File: src/rtl/id_ex_operand_if.sv
// id_ex_operand_if
// Bundle of the signals that enter and leave the ID->EX operand stage.
//   master : the side that drives the ID-stage instruction, the register-file
//            read data, the downstream writer info, ex_hold and flush; it
//            receives id_ready and the ID/EX pipeline register contents.
//   slave  : the id_ex_operand stage itself.
// Parameters: W  = datapath width, CW = stall counter width.
interface id_ex_operand_if #(
    parameter int W  = 32,
    parameter int CW = 16
);
    // ID-stage inputs
    logic          id_valid;
    logic [31:0]   id_instr;
    logic [W-1:0]  rf_rs;
    logic [W-1:0]  rf_rt;
    // writers further down the pipe
    logic          ex_wr;
    logic [4:0]    ex_rd;
    logic          exm_wr;
    logic [4:0]    exm_rd;
    logic          exm_load;
    logic [W-1:0]  exm_data;
    logic          mw_wr;
    logic [4:0]    mw_rd;
    logic [W-1:0]  mw_data;
    // pipeline control
    logic          ex_hold;
    logic          flush;
    // stage outputs
    logic          id_ready;
    logic [31:0]   instr_ex;
    logic [W-1:0]  A_ex;
    logic [W-1:0]  B_ex;
    logic [1:0]    Y_t_ex;
    logic          valid_ex;
    logic [CW-1:0] stall_cnt;

    modport master (
        output id_valid, id_instr, rf_rs, rf_rt,
        output ex_wr, ex_rd, exm_wr, exm_rd, exm_load, exm_data,
        output mw_wr, mw_rd, mw_data, ex_hold, flush,
        input  id_ready, instr_ex, A_ex, B_ex, Y_t_ex, valid_ex, stall_cnt
    );

    modport slave (
        input  id_valid, id_instr, rf_rs, rf_rt,
        input  ex_wr, ex_rd, exm_wr, exm_rd, exm_load, exm_data,
        input  mw_wr, mw_rd, mw_data, ex_hold, flush,
        output id_ready, instr_ex, A_ex, B_ex, Y_t_ex, valid_ex, stall_cnt
    );
endinterface

File: src/rtl/id_ex_operand.sv
// id_ex_operand
// Decode-to-execute operand stage of a 5-stage MIPS pipeline. Decodes the
// ALU Y-operand select, resolves rs/rt through forwarding, detects RAW
// hazards (inserting bubbles) and registers the ID/EX pipeline register.
// Ports:
//   clk     : clock, all state updates on the rising edge
//   rst_n   : synchronous active-low reset
//   bus_io  : id_ex_operand_if.slave (ID inputs, writer info, hold/flush,
//             id_ready, instr_ex, A_ex, B_ex, Y_t_ex, valid_ex, stall_cnt)
// Build option: define FORWARD_EN to enable EX/MEM and MEM/WB forwarding;
// without it every pending write to a used source register stalls ID.
module id_ex_operand #(
    parameter int W  = 32,
    parameter int CW = 16
) (
    input logic              clk,
    input logic              rst_n,
    id_ex_operand_if.slave   bus_io
);

    logic [5:0]    opc;
    logic [5:0]    funct;
    logic [4:0]    rs_idx;
    logic [4:0]    rt_idx;
    logic          rt_used;
    logic [1:0]    ysel;
    logic [W:0]    rs_res;   // {hazard, value}
    logic [W:0]    rt_res;
    logic          hazard;

    logic [31:0]   instr_q, instr_d;
    logic [W-1:0]  a_q, a_d;
    logic [W-1:0]  b_q, b_d;
    logic [1:0]    y_q, y_d;
    logic          valid_q, valid_d;
    logic [CW-1:0] stall_q, stall_d;

    assign opc    = bus_io.id_instr[31:26];
    assign funct  = bus_io.id_instr[5:0];
    assign rs_idx = bus_io.id_instr[25:21];
    assign rt_idx = bus_io.id_instr[20:16];

    // R-type, beq, bne and sw read rt; every other format only reads rs.
    assign rt_used = (opc == 6'b000000) || (opc == 6'b000100) ||
                     (opc == 6'b000101) || (opc == 6'b101011);

    always_comb begin
        ysel = 2'd3;
        case (opc)
            6'b000000: ysel = (funct == 6'b000000 || funct == 6'b000010 ||
                               funct == 6'b000011) ? 2'd1 : 2'd0;
            6'b000001, 6'b000110, 6'b000111: ysel = 2'd2;
            6'b000100, 6'b000101, 6'b000010, 6'b000011: ysel = 2'd0;
            default: ysel = 2'd3;
        endcase
    end

    // Returns {hazard, operand} for one source register. $0 never depends
    // on anything and always reads the register file.
    function automatic logic [W:0] resolve(input logic [4:0] src,
                                           input logic [W-1:0] rf_val);
        resolve = {1'b0, rf_val};
        if (src != 5'd0) begin
`ifdef FORWARD_EN
            if (bus_io.ex_wr && bus_io.ex_rd == src)
                resolve = {1'b1, rf_val};
            else if (bus_io.exm_wr && bus_io.exm_rd == src)
                // a load's data is not available until after MEM
                resolve = bus_io.exm_load ? {1'b1, rf_val} : {1'b0, bus_io.exm_data};
            else if (bus_io.mw_wr && bus_io.mw_rd == src)
                resolve = {1'b0, bus_io.mw_data};
`else
            if ((bus_io.ex_wr  && bus_io.ex_rd  == src) ||
                (bus_io.exm_wr && bus_io.exm_rd == src) ||
                (bus_io.mw_wr  && bus_io.mw_rd  == src))
                resolve = {1'b1, rf_val};
`endif
        end
    endfunction

    assign rs_res = resolve(rs_idx, bus_io.rf_rs);
    assign rt_res = resolve(rt_idx, bus_io.rf_rt);

    assign hazard = bus_io.id_valid && (rs_res[W] || (rt_used && rt_res[W]));
    assign bus_io.id_ready = !hazard && !bus_io.ex_hold;

    always_comb begin
        instr_d = instr_q;
        a_d     = a_q;
        b_d     = b_q;
        y_d     = y_q;
        valid_d = valid_q;
        stall_d = stall_q;
        // flush beats hold; a hazard only bubbles when the register may move
        if (bus_io.flush || (!bus_io.ex_hold && hazard)) begin
            instr_d = 32'd0;
            a_d     = '0;
            b_d     = '0;
            y_d     = 2'd0;
            valid_d = 1'b0;
        end else if (!bus_io.ex_hold) begin
            instr_d = bus_io.id_instr;
            a_d     = rs_res[W-1:0];
            b_d     = rt_res[W-1:0];
            y_d     = ysel;
            valid_d = bus_io.id_valid;
        end
        if (hazard && !bus_io.ex_hold && !bus_io.flush && stall_q != {CW{1'b1}})
            stall_d = stall_q + 1'b1;
    end

    always_ff @(posedge clk) begin
        if (!rst_n) begin
            instr_q <= 32'd0;
            a_q     <= '0;
            b_q     <= '0;
            y_q     <= 2'd0;
            valid_q <= 1'b0;
            stall_q <= '0;
        end else begin
            instr_q <= instr_d;
            a_q     <= a_d;
            b_q     <= b_d;
            y_q     <= y_d;
            valid_q <= valid_d;
            stall_q <= stall_d;
        end
    end

    assign bus_io.instr_ex  = instr_q;
    assign bus_io.A_ex      = a_q;
    assign bus_io.B_ex      = b_q;
    assign bus_io.Y_t_ex    = y_q;
    assign bus_io.valid_ex  = valid_q;
    assign bus_io.stall_cnt = stall_q;

endmodule

File: src/flat_wrapper.sv
// flat-port wrapper written by rule: the top's interface ports become plain ports
module id_ex_operand_flat 
#(
    parameter int W  = 32,
    parameter int CW = 16
)
  (clk, rst_n, bus_io_id_valid, bus_io_id_instr, bus_io_rf_rs, bus_io_rf_rt, bus_io_ex_wr, bus_io_ex_rd, bus_io_exm_wr, bus_io_exm_rd, bus_io_exm_load, bus_io_exm_data, bus_io_mw_wr, bus_io_mw_rd, bus_io_mw_data, bus_io_ex_hold, bus_io_flush, bus_io_id_ready, bus_io_instr_ex, bus_io_A_ex, bus_io_B_ex, bus_io_Y_t_ex, bus_io_valid_ex, bus_io_stall_cnt);
  id_ex_operand_if #(.W(W), .CW(CW)) bus_io_i ();
  input logic clk;
  input logic rst_n;
  input wire logic [$bits(bus_io_i.id_valid)-1:0] bus_io_id_valid;
  input wire logic [$bits(bus_io_i.id_instr)-1:0] bus_io_id_instr;
  input wire logic [$bits(bus_io_i.rf_rs)-1:0] bus_io_rf_rs;
  input wire logic [$bits(bus_io_i.rf_rt)-1:0] bus_io_rf_rt;
  input wire logic [$bits(bus_io_i.ex_wr)-1:0] bus_io_ex_wr;
  input wire logic [$bits(bus_io_i.ex_rd)-1:0] bus_io_ex_rd;
  input wire logic [$bits(bus_io_i.exm_wr)-1:0] bus_io_exm_wr;
  input wire logic [$bits(bus_io_i.exm_rd)-1:0] bus_io_exm_rd;
  input wire logic [$bits(bus_io_i.exm_load)-1:0] bus_io_exm_load;
  input wire logic [$bits(bus_io_i.exm_data)-1:0] bus_io_exm_data;
  input wire logic [$bits(bus_io_i.mw_wr)-1:0] bus_io_mw_wr;
  input wire logic [$bits(bus_io_i.mw_rd)-1:0] bus_io_mw_rd;
  input wire logic [$bits(bus_io_i.mw_data)-1:0] bus_io_mw_data;
  input wire logic [$bits(bus_io_i.ex_hold)-1:0] bus_io_ex_hold;
  input wire logic [$bits(bus_io_i.flush)-1:0] bus_io_flush;
  output wire logic [$bits(bus_io_i.id_ready)-1:0] bus_io_id_ready;
  output wire logic [$bits(bus_io_i.instr_ex)-1:0] bus_io_instr_ex;
  output wire logic [$bits(bus_io_i.A_ex)-1:0] bus_io_A_ex;
  output wire logic [$bits(bus_io_i.B_ex)-1:0] bus_io_B_ex;
  output wire logic [$bits(bus_io_i.Y_t_ex)-1:0] bus_io_Y_t_ex;
  output wire logic [$bits(bus_io_i.valid_ex)-1:0] bus_io_valid_ex;
  output wire logic [$bits(bus_io_i.stall_cnt)-1:0] bus_io_stall_cnt;
  assign bus_io_i.id_valid = bus_io_id_valid;
  assign bus_io_i.id_instr = bus_io_id_instr;
  assign bus_io_i.rf_rs = bus_io_rf_rs;
  assign bus_io_i.rf_rt = bus_io_rf_rt;
  assign bus_io_i.ex_wr = bus_io_ex_wr;
  assign bus_io_i.ex_rd = bus_io_ex_rd;
  assign bus_io_i.exm_wr = bus_io_exm_wr;
  assign bus_io_i.exm_rd = bus_io_exm_rd;
  assign bus_io_i.exm_load = bus_io_exm_load;
  assign bus_io_i.exm_data = bus_io_exm_data;
  assign bus_io_i.mw_wr = bus_io_mw_wr;
  assign bus_io_i.mw_rd = bus_io_mw_rd;
  assign bus_io_i.mw_data = bus_io_mw_data;
  assign bus_io_i.ex_hold = bus_io_ex_hold;
  assign bus_io_i.flush = bus_io_flush;
  assign bus_io_id_ready = bus_io_i.id_ready;
  assign bus_io_instr_ex = bus_io_i.instr_ex;
  assign bus_io_A_ex = bus_io_i.A_ex;
  assign bus_io_B_ex = bus_io_i.B_ex;
  assign bus_io_Y_t_ex = bus_io_i.Y_t_ex;
  assign bus_io_valid_ex = bus_io_i.valid_ex;
  assign bus_io_stall_cnt = bus_io_i.stall_cnt;
  id_ex_operand #(.W(W), .CW(CW)) u_core (.clk(clk), .rst_n(rst_n), .bus_io(bus_io_i));
endmodule
File: config.mk
export PLATFORM = sky130hd
export DESIGN_NAME = id_ex_operand_flat
export DESIGN_NICKNAME = d
export VERILOG_FILES = /design/src/rtl/id_ex_operand_if.sv /design/src/rtl/id_ex_operand.sv /design/src/flat_wrapper.sv
export SDC_FILE = /design/constraint.sdc
export NUM_CORES = 1
export LEC_CHECK = 0
export ABC_AREA = 1
export CAP_MARGIN = 20
export CORE_ASPECT_RATIO = 0.9
export CORE_MARGIN = 1.5
export CORE_UTILIZATION = 34
export DETAILED_ROUTE_END_ITERATION = 10
export GPL_TIMING_DRIVEN = 0
export PLACE_DENSITY_LB_ADDON = 0.3
export SLEW_MARGIN = 20
export SYNTH_ARGS = -nofsm -noshare
export SYNTH_HDL_FRONTEND = slang
export SYNTH_SLANG_ARGS = --single-unit
File: constraint.sdc
create_clock -name clk -period 1.75 [get_ports clk]
set_input_delay 0.35 -clock clk [delete_from_list [all_inputs] [get_ports clk]]
set_output_delay 0.35 -clock clk [all_outputs]
set_load 0.005 [all_outputs]
==> impl_results.md, run 1 <==
* Status: completed
* WP data required at approximately 1.4 ns
* Nets at around 1200
* Max Cap Viol at 0
* Final Util at 58.7%
* FP Rows at 42
* Drt total wl at 17.4 mm
* CTS buffer count at 17
* Core area at 14600 um^2
* Post-Route M1 WL at about 7.5 mm
* Vias in the first global route at approximately 5400
* IO Count at 300
* Simple-Gate Fraction of Synth Area at 32.4%
* Adder-cell share of the synthesized area at 0.247%
* Combinational power share at 13.0%
* Vias/cell at 4.61
* Largest net degree at the start of global routing at 17
* # placed instances at between 1000 and 1500
* CTS root buf: clkbuf_16
* Largest family of logic cells by synthesized area: simple AND/OR/NAND/NOR gates
* Type of the tightest min-delay check: in -> reg
* H-tree levels at 4
* Avg Inst Size Synth at around 7 um^2
* Placed inst area at 7650 um^2
* WL/cell at 14.1 um
* Sw Share at between 20% and 30%
* Global-route wire length before repair at 27.3 mm
* Die area at 15600 um^2
* Via count at approximately 5700
* Clock Path Buffers at 2
* TNS Setup at 0 ns
* Die Width at between 100 and 150 um
* Worst EP arrival at 1.37 ns
* Share of layout cells above drive strength 1 at 17.2%
* Clock power share at 49.1%
* Commonest non-fill, non-tap cell in the layout: nand2_1
* Area growth syn-to-layout at 69.2%
* F_max at around 580 MHz
* Setup slack at placement at -0.877 ns
* Unrepaired setup endpoints after global routing: true
* CTS tree: yes
* Syn nets at 922
* Initial antenna violation count at 1
* Crit start category: input port
* Max Slew Vio Count at 0
* Mapped Cells at between 700 and 800
* VDD IR max at 0.622 mV
* Routed wl met3 at 1.38 mm
* Final hold slack at 0.203 ns
* Grt ovf at 0
* Setup Skew at roughly 0.0032 ns
* Post-Syn Area at 5070 um^2
* Initial DRC Count at 290
* Initial core utilization at 34.7%
* Synth Warn # at 0
* Worst-path clk slew at 0.05 ns
* Antenna-violating nets left at 0
* Seq cells post-synth at approximately 120
* Slew margin rel. at 55.0%
* DRT Pass-1 Iters at 4
* Crit share post-route at 98.3%
* Worst-case reg-to-reg path depth at 11
* Max Used Layer: met4
* Synth unique cells at 31
* Clk Latency, worst-skew pair at 0.41 ns
* Post-route cell area at around 8600 um^2
* Total power draw at 7.22 mW
* Synth Area in Compound Gates at 13.3%
* Setup Crit Path Kind: in -> out
* Total track usage at 22.3%
* Actual slew at the worst max-slew pin at 0.675 ns
* Worst-path maximum fanout at 3
* Fin. Hold Viols at 0
* Metal2 WL at between 8 and 9 mm
* Cts hold-fix bufs at 0
* PD cells at 842 nW/um^2
* HPWL Detailed at 12.8 mm
* Sequential share of the synthesized area at 45.4%
* P_leak at 3.44 nW
* Die height at 119 um
* Multiplexer share of the synthesized area at 0%
* Min cycle time layout at 1.72 ns
* Final Wtd Congestion at 0.900
* Final Non-Filler Cells at 1234
* Part of the power in registers at between 30% and 40%
* # setup viols final at 0
* Leading cell types in the layout, fill and taps excluded: nand2_1, clkdlybuf4s50_1, dfxtp_1
* Hold depth at 3
* Psw at approximately 1.7 mW
* Post-Synth XOR/XNOR Area at 2.25%
* Setup ws final at 0.0291 ns
* Count of input and output buffers at 233
* Worst Setup End Kind: output port
* Internal at ~5.5 mW
* Post-route DRC at 0
* TritonCTS Sinks at 115
[critical path: stages]
cell	delay, ns
buf_6	0.11
nor2_4	0.11
buf_4	0.12
nand2_1	0.05
nor2_2	0.09
nor2_2	0.06
a21oi_2	0.12
nand2_2	0.07
nand2_4	0.09
a21oi_2	0.05
buf_2	0.14
[worst paths after layout]
check        slack (ns)                                        to                               startpoint
max                0.03                           bus_io_id_ready                      bus_io_id_instr[31]
min                0.20   u_core.bus_io.instr_ex[30]$_SDFFE_PP0N_                      bus_io_id_instr[30]
max reg2reg        0.07  u_core.bus_io.stall_cnt[13]$_SDFFE_PN0P_  u_core.bus_io.stall_cnt[0]$_SDFFE_PN0P_
min reg2reg        0.46       u_core.bus_io.B_ex[21]$_SDFFE_PP0N_      u_core.bus_io.B_ex[21]$_SDFFE_PP0N_
[routing by layer]
metal / up-vias / track usage [%]
met5: - / 0
met3: 26 / 7.51
li1: 2909 / -
met1: 2573 / 26.8
met2: 185 / 36.5
met4: 0 / 9.44
[final cells by class]
class                      instances  area, um^2
antenna                            1        2.50
multi-input combinational        546        2550
inverter                          42         168
timing repair buffer             266        2500
fill                            1431        6040
clock inverter                     9         126
sequential                       115        2320
clock buffer                      23         478
buffer                            34         185
tap                              198         248
[logic make-up (layout without fill, tap and decap cells)]
| logic type | Yosys count | count (layout) |
|---|---|---|
| buf+inv | 77 | 374 |
| xor+xnor | 13 | 13 |
| fa+ha+maj | 1 | 1 |
| simple gates | 406 | 407 |
| other cells | 0 | 1 |
| flops | 115 | 115 |
| compound gates | 125 | 125 |
[state kept, by name, summed over array words and instances, names as in the netlist]
register / count
u_core.bus_io.A_ex: 32
u_core.bus_io.Y_t_ex: 2
u_core.bus_io.stall_cnt: 16
u_core.bus_io.B_ex: 32
u_core.bus_io.valid_ex: 1
u_core.bus_io.instr_ex: 32
[cells in the mapped netlist (all sizes together)]
library cell	count	area, um^2
or2	1	6.26
buf	12	78.8
o21ai	19	95.1
dfxtp	115	2300
xnor2	5	43.8
clkbuf	23	86.3
nor3	7	40.0
nand3	20	118
xor2	8	70.1
ha	1	12.5
a21oi	104	562
nand2	313	1210
o2111ai	1	8.76
nor2	62	243
o211ai	1	7.51
nand4	3	25.0
inv	42	158
[repair_timing]
action	CTS	global route
setup endpoints to repair	118	111
gates resized for setup	125	62
setup buffers	28	6
cloned	0	1
pin swaps	27	27
[power groups by stage]
| stage | logic, mW | clock network [mW] | registers (mW) |
|---|---|---|---|
| 2_1_floorplan | 0.322 | 0 | 2.80 |
| 6_report | 0.936 | 3.55 | 2.74 |
| 4_1_cts | 0.904 | 3.61 | 2.74 |
| 3_5_place_dp | 0.889 | 0 | 2.79 |
| 3_3_place_gp | 0.886 | 0 | 2.79 |
| 5_1_grt | 1.03 | 3.71 | 2.74 |
(Power assumes the default switching activity.)
==> run 2: changes to the inputs <==
--- a/config.mk
+++ b/config.mk
@@ -7,10 +7,10 @@
 export LEC_CHECK = 0
 export ABC_AREA = 1
 export CAP_MARGIN = 20
-export CORE_ASPECT_RATIO = 0.9
-export CORE_MARGIN = 1.5
-export CORE_UTILIZATION = 34
+export CORE_AREA = 2 2 116 118
 export DETAILED_ROUTE_END_ITERATION = 10
+export DIE_AREA = 0 0 118 120
+export DONT_BUFFER_PORTS = 1
 export GPL_TIMING_DRIVEN = 0
 export PLACE_DENSITY_LB_ADDON = 0.3
 export SLEW_MARGIN = 20
==> run 2 against run 1 <==
Compared with the run above:
- final cell count decreased by 23%
- fmax about the same
- sequential power barely moved
- hold slack got worse by 0.13 ns
- register-to-register slack worse by 0.04 ns
- die area is 9.5% lower
- flip-flop and latch count stayed put
==> impl_results.md, run 2 (synthesis results as in run 1) <==
* Clock Path Buffers at 2
* Die Width at 118 um
* Antenna-violating nets left at 0
* Max Cap Viol at 0
* CTS root buf: clkbuf_16
* Total track usage at about a fifth
* Initial antenna violation count at 0
* Nets at 948
* Largest net degree at the start of global routing at 17
* Worst path slowest cell: dfxtp_4
* TNS Setup at 0 ns
* Crit share post-route at between 90% and 100%
* Crit start category: register
* Final hold slack at 0.0773 ns
* Via count at 4740
* Post-route DRC at 0
* Fin. Hold Viols at 0
* IO Count at 300
* Critical Path, Cell by Cell: ha_4 > nand2_4 > nor3_4 > nand2_1 > nor2_2 > nand2_2 > buf_4 > nand3_1 > o21ai_0 > nand2_1 > nor2_1
* Commonest non-fill, non-tap cell in the layout: nand2_1
* Max Slew Vio Count at 0
* Vias/cell at 4.99
* Crit-path max cell delay at 0.39 ns
* Final Non-Filler Cells at 950
* Drt total wl at 15.2 mm
* HPWL Detailed at 11.1 mm
* Share of layout cells above drive strength 1 at 12.4%
* Min cycle time layout at between 1.5 and 2 ns
* TritonCTS Sinks at about 120
* # setup viols final at 0
* FP Rows at 42
* Setup Crit Path Kind: reg -> reg
* Core area at 13000 um^2
* Clk Latency, worst-skew pair at 0.41 ns
* Worst-path clk slew at 0.06 ns
* Die area at 14200 um^2
* Worst-path maximum fanout at 5
* Status: completed
* Leading cell types in the layout, fill and taps excluded: nand2_1, dfxtp_1, a21oi_1
* WP data required at 2.02 ns
* Grt peak-use layer: met2
* # placed instances at 913
* Count of input and output buffers at 0
* R2r setup slk at a little under 0.03 ns
* DRT Pass-1 Iters at 4
* FF-to-FF Start: u_core.bus_io.stall_cnt[1]$_SDFFE_PN0P_
* Slew margin rel. at 53.8%
* VDD IR max at 0.629 mV
* Hold depth at 2
* Final Wtd Congestion at 0.879
* Vias in the first global route at 4537
* Type of the tightest min-delay check: in -> reg
* WL/cell at 16.0 um
* H-tree levels at 4
* Cell family with most CP delay: simple AND/OR/NAND/NOR gates
* Actual slew at the worst max-slew pin at roughly 0.69 ns
* CTS tree: yes
* Grt met3 use at 10.0%
* Grt met1 use at 25.0%
* Met2 Track Usage GR at ~33%
* P_leak at 2.45 nW
* Hold Startpoint: bus_io_rf_rt[22]
* Diodes inserted at 0
* Global-route wire length before repair at about 23 mm
* CP dominant cell by count: nand2_1
* PD cells at 1100 nW/um^2
* Die height at about 120 um
* Final Util at 46.6%
* Area growth syn-to-layout at 19.5%
* Worst Setup End Kind: register
* F_max at 581 MHz
* Hold endpoint: u_core.bus_io.B_ex[22]$_SDFFE_PP0N_
* Initial DRC Count at 353
* Setup Skew at 0.00841 ns
* Initial core utilization at 39.0%
* Unrepaired setup endpoints after global routing: true
* Worst r2r dst: u_core.bus_io.stall_cnt[10]$_SDFFE_PN0P_
* Worst EP arrival at 1.99 ns
* Buf+Inv Stages, Crit Path at 1
* Grt ovf at 0
* CTS buffer count at 17
* Placed inst area at 5290 um^2
* Post-route cell area at 6050 um^2
* Worst-case reg-to-reg path depth at 11
==> run 2: changes by cell type in the layout (fill, tap and decap cells not counted), moves of 6 or more <==
cell / change
clkdlybuf4s15_1: -6
inv_2: -6
clkinvlp_4: +6
clkdlybuf4s50_1: -198
buf_4: -25
clkbuf_2: -8
nand2_2: -8
nor2_1: +7
buf_2: -10
inv_1: +8
==> run 2: worst max-delay path by stage <==
stage	start	end	cells past startpoint
6_report	u_core.bus_io.stall_cnt[1]$_SDFFE_PN0P_	u_core.bus_io.stall_cnt[10]$_SDFFE_PN0P_	11
4_1_cts	u_core.bus_io.stall_cnt[1]$_SDFFE_PN0P_	u_core.bus_io.stall_cnt[8]$_SDFFE_PN0P_	10
3_5_place_dp	u_core.bus_io.stall_cnt[0]$_SDFFE_PN0P_	u_core.bus_io.stall_cnt[8]$_SDFFE_PN0P_	10
3_3_place_gp	u_core.bus_io.stall_cnt[0]$_SDFFE_PN0P_	u_core.bus_io.stall_cnt[14]$_SDFFE_PN0P_	10
2_1_floorplan	u_core.bus_io.stall_cnt[0]$_SDFFE_PN0P_	u_core.bus_io.stall_cnt[11]$_SDFFE_PN0P_	10
5_1_grt	u_core.bus_io.stall_cnt[2]$_SDFFE_PN0P_	u_core.bus_io.stall_cnt[7]$_SDFFE_PN0P_	9
==> run 2: timing repair <==
| action | CTS | global route |
|---|---|---|
| endpoints found under the hold margin | 0 | 0 |
| pin swaps | 1 | 10 |
| setup endpoints to repair | 16 | 62 |
| hold buffers | 0 | 0 |
| buffers inserted | 1 | 5 |
| gates resized for setup | 8 | 24 |
| cloned | 0 | 2 |
==> run 2: routing by layer <==
layer / routed length [um] / share of wire, % / vias up
li1: - / - / 2377
met1: 6320 / 42 / 2109
met2: 7030 / 46 / 232
met3: 1550 / 10 / 22
met4: 266 / 1.8 / 0
met5: 0 / 0 / -
==> run 2: final cells by class <==
| cell class | instances | area [um^2] |
|---|---|---|
| buffer | 34 | 174 |
| clock inverter | 9 | 133 |
| clock buffer | 21 | 450 |
| tap | 176 | 220 |
| multi-input combinational | 545 | 2520 |
| fill | 1338 | 6930 |
| inverter | 42 | 165 |
| sequential | 115 | 2310 |
| timing repair buffer | 8 | 81.3 |
==> run 2: through the flow <==
step	worst slack, ns	total power [mW]
after floorplan	0.00970	3.12
after global placement	-0.357	3.24
after CTS	0.00414	6.72
final	0.0298	6.66
after global routing	-0.0549	6.92
after detailed placement	-0.409	3.24
==> run 2: report_power, final <==
part,switching [mW],leakage (nW),internal [mW]
logic,0.290,1.25,0.139
registers,0.0634,0.938,2.70
clock network,1.21,0.267,2.25
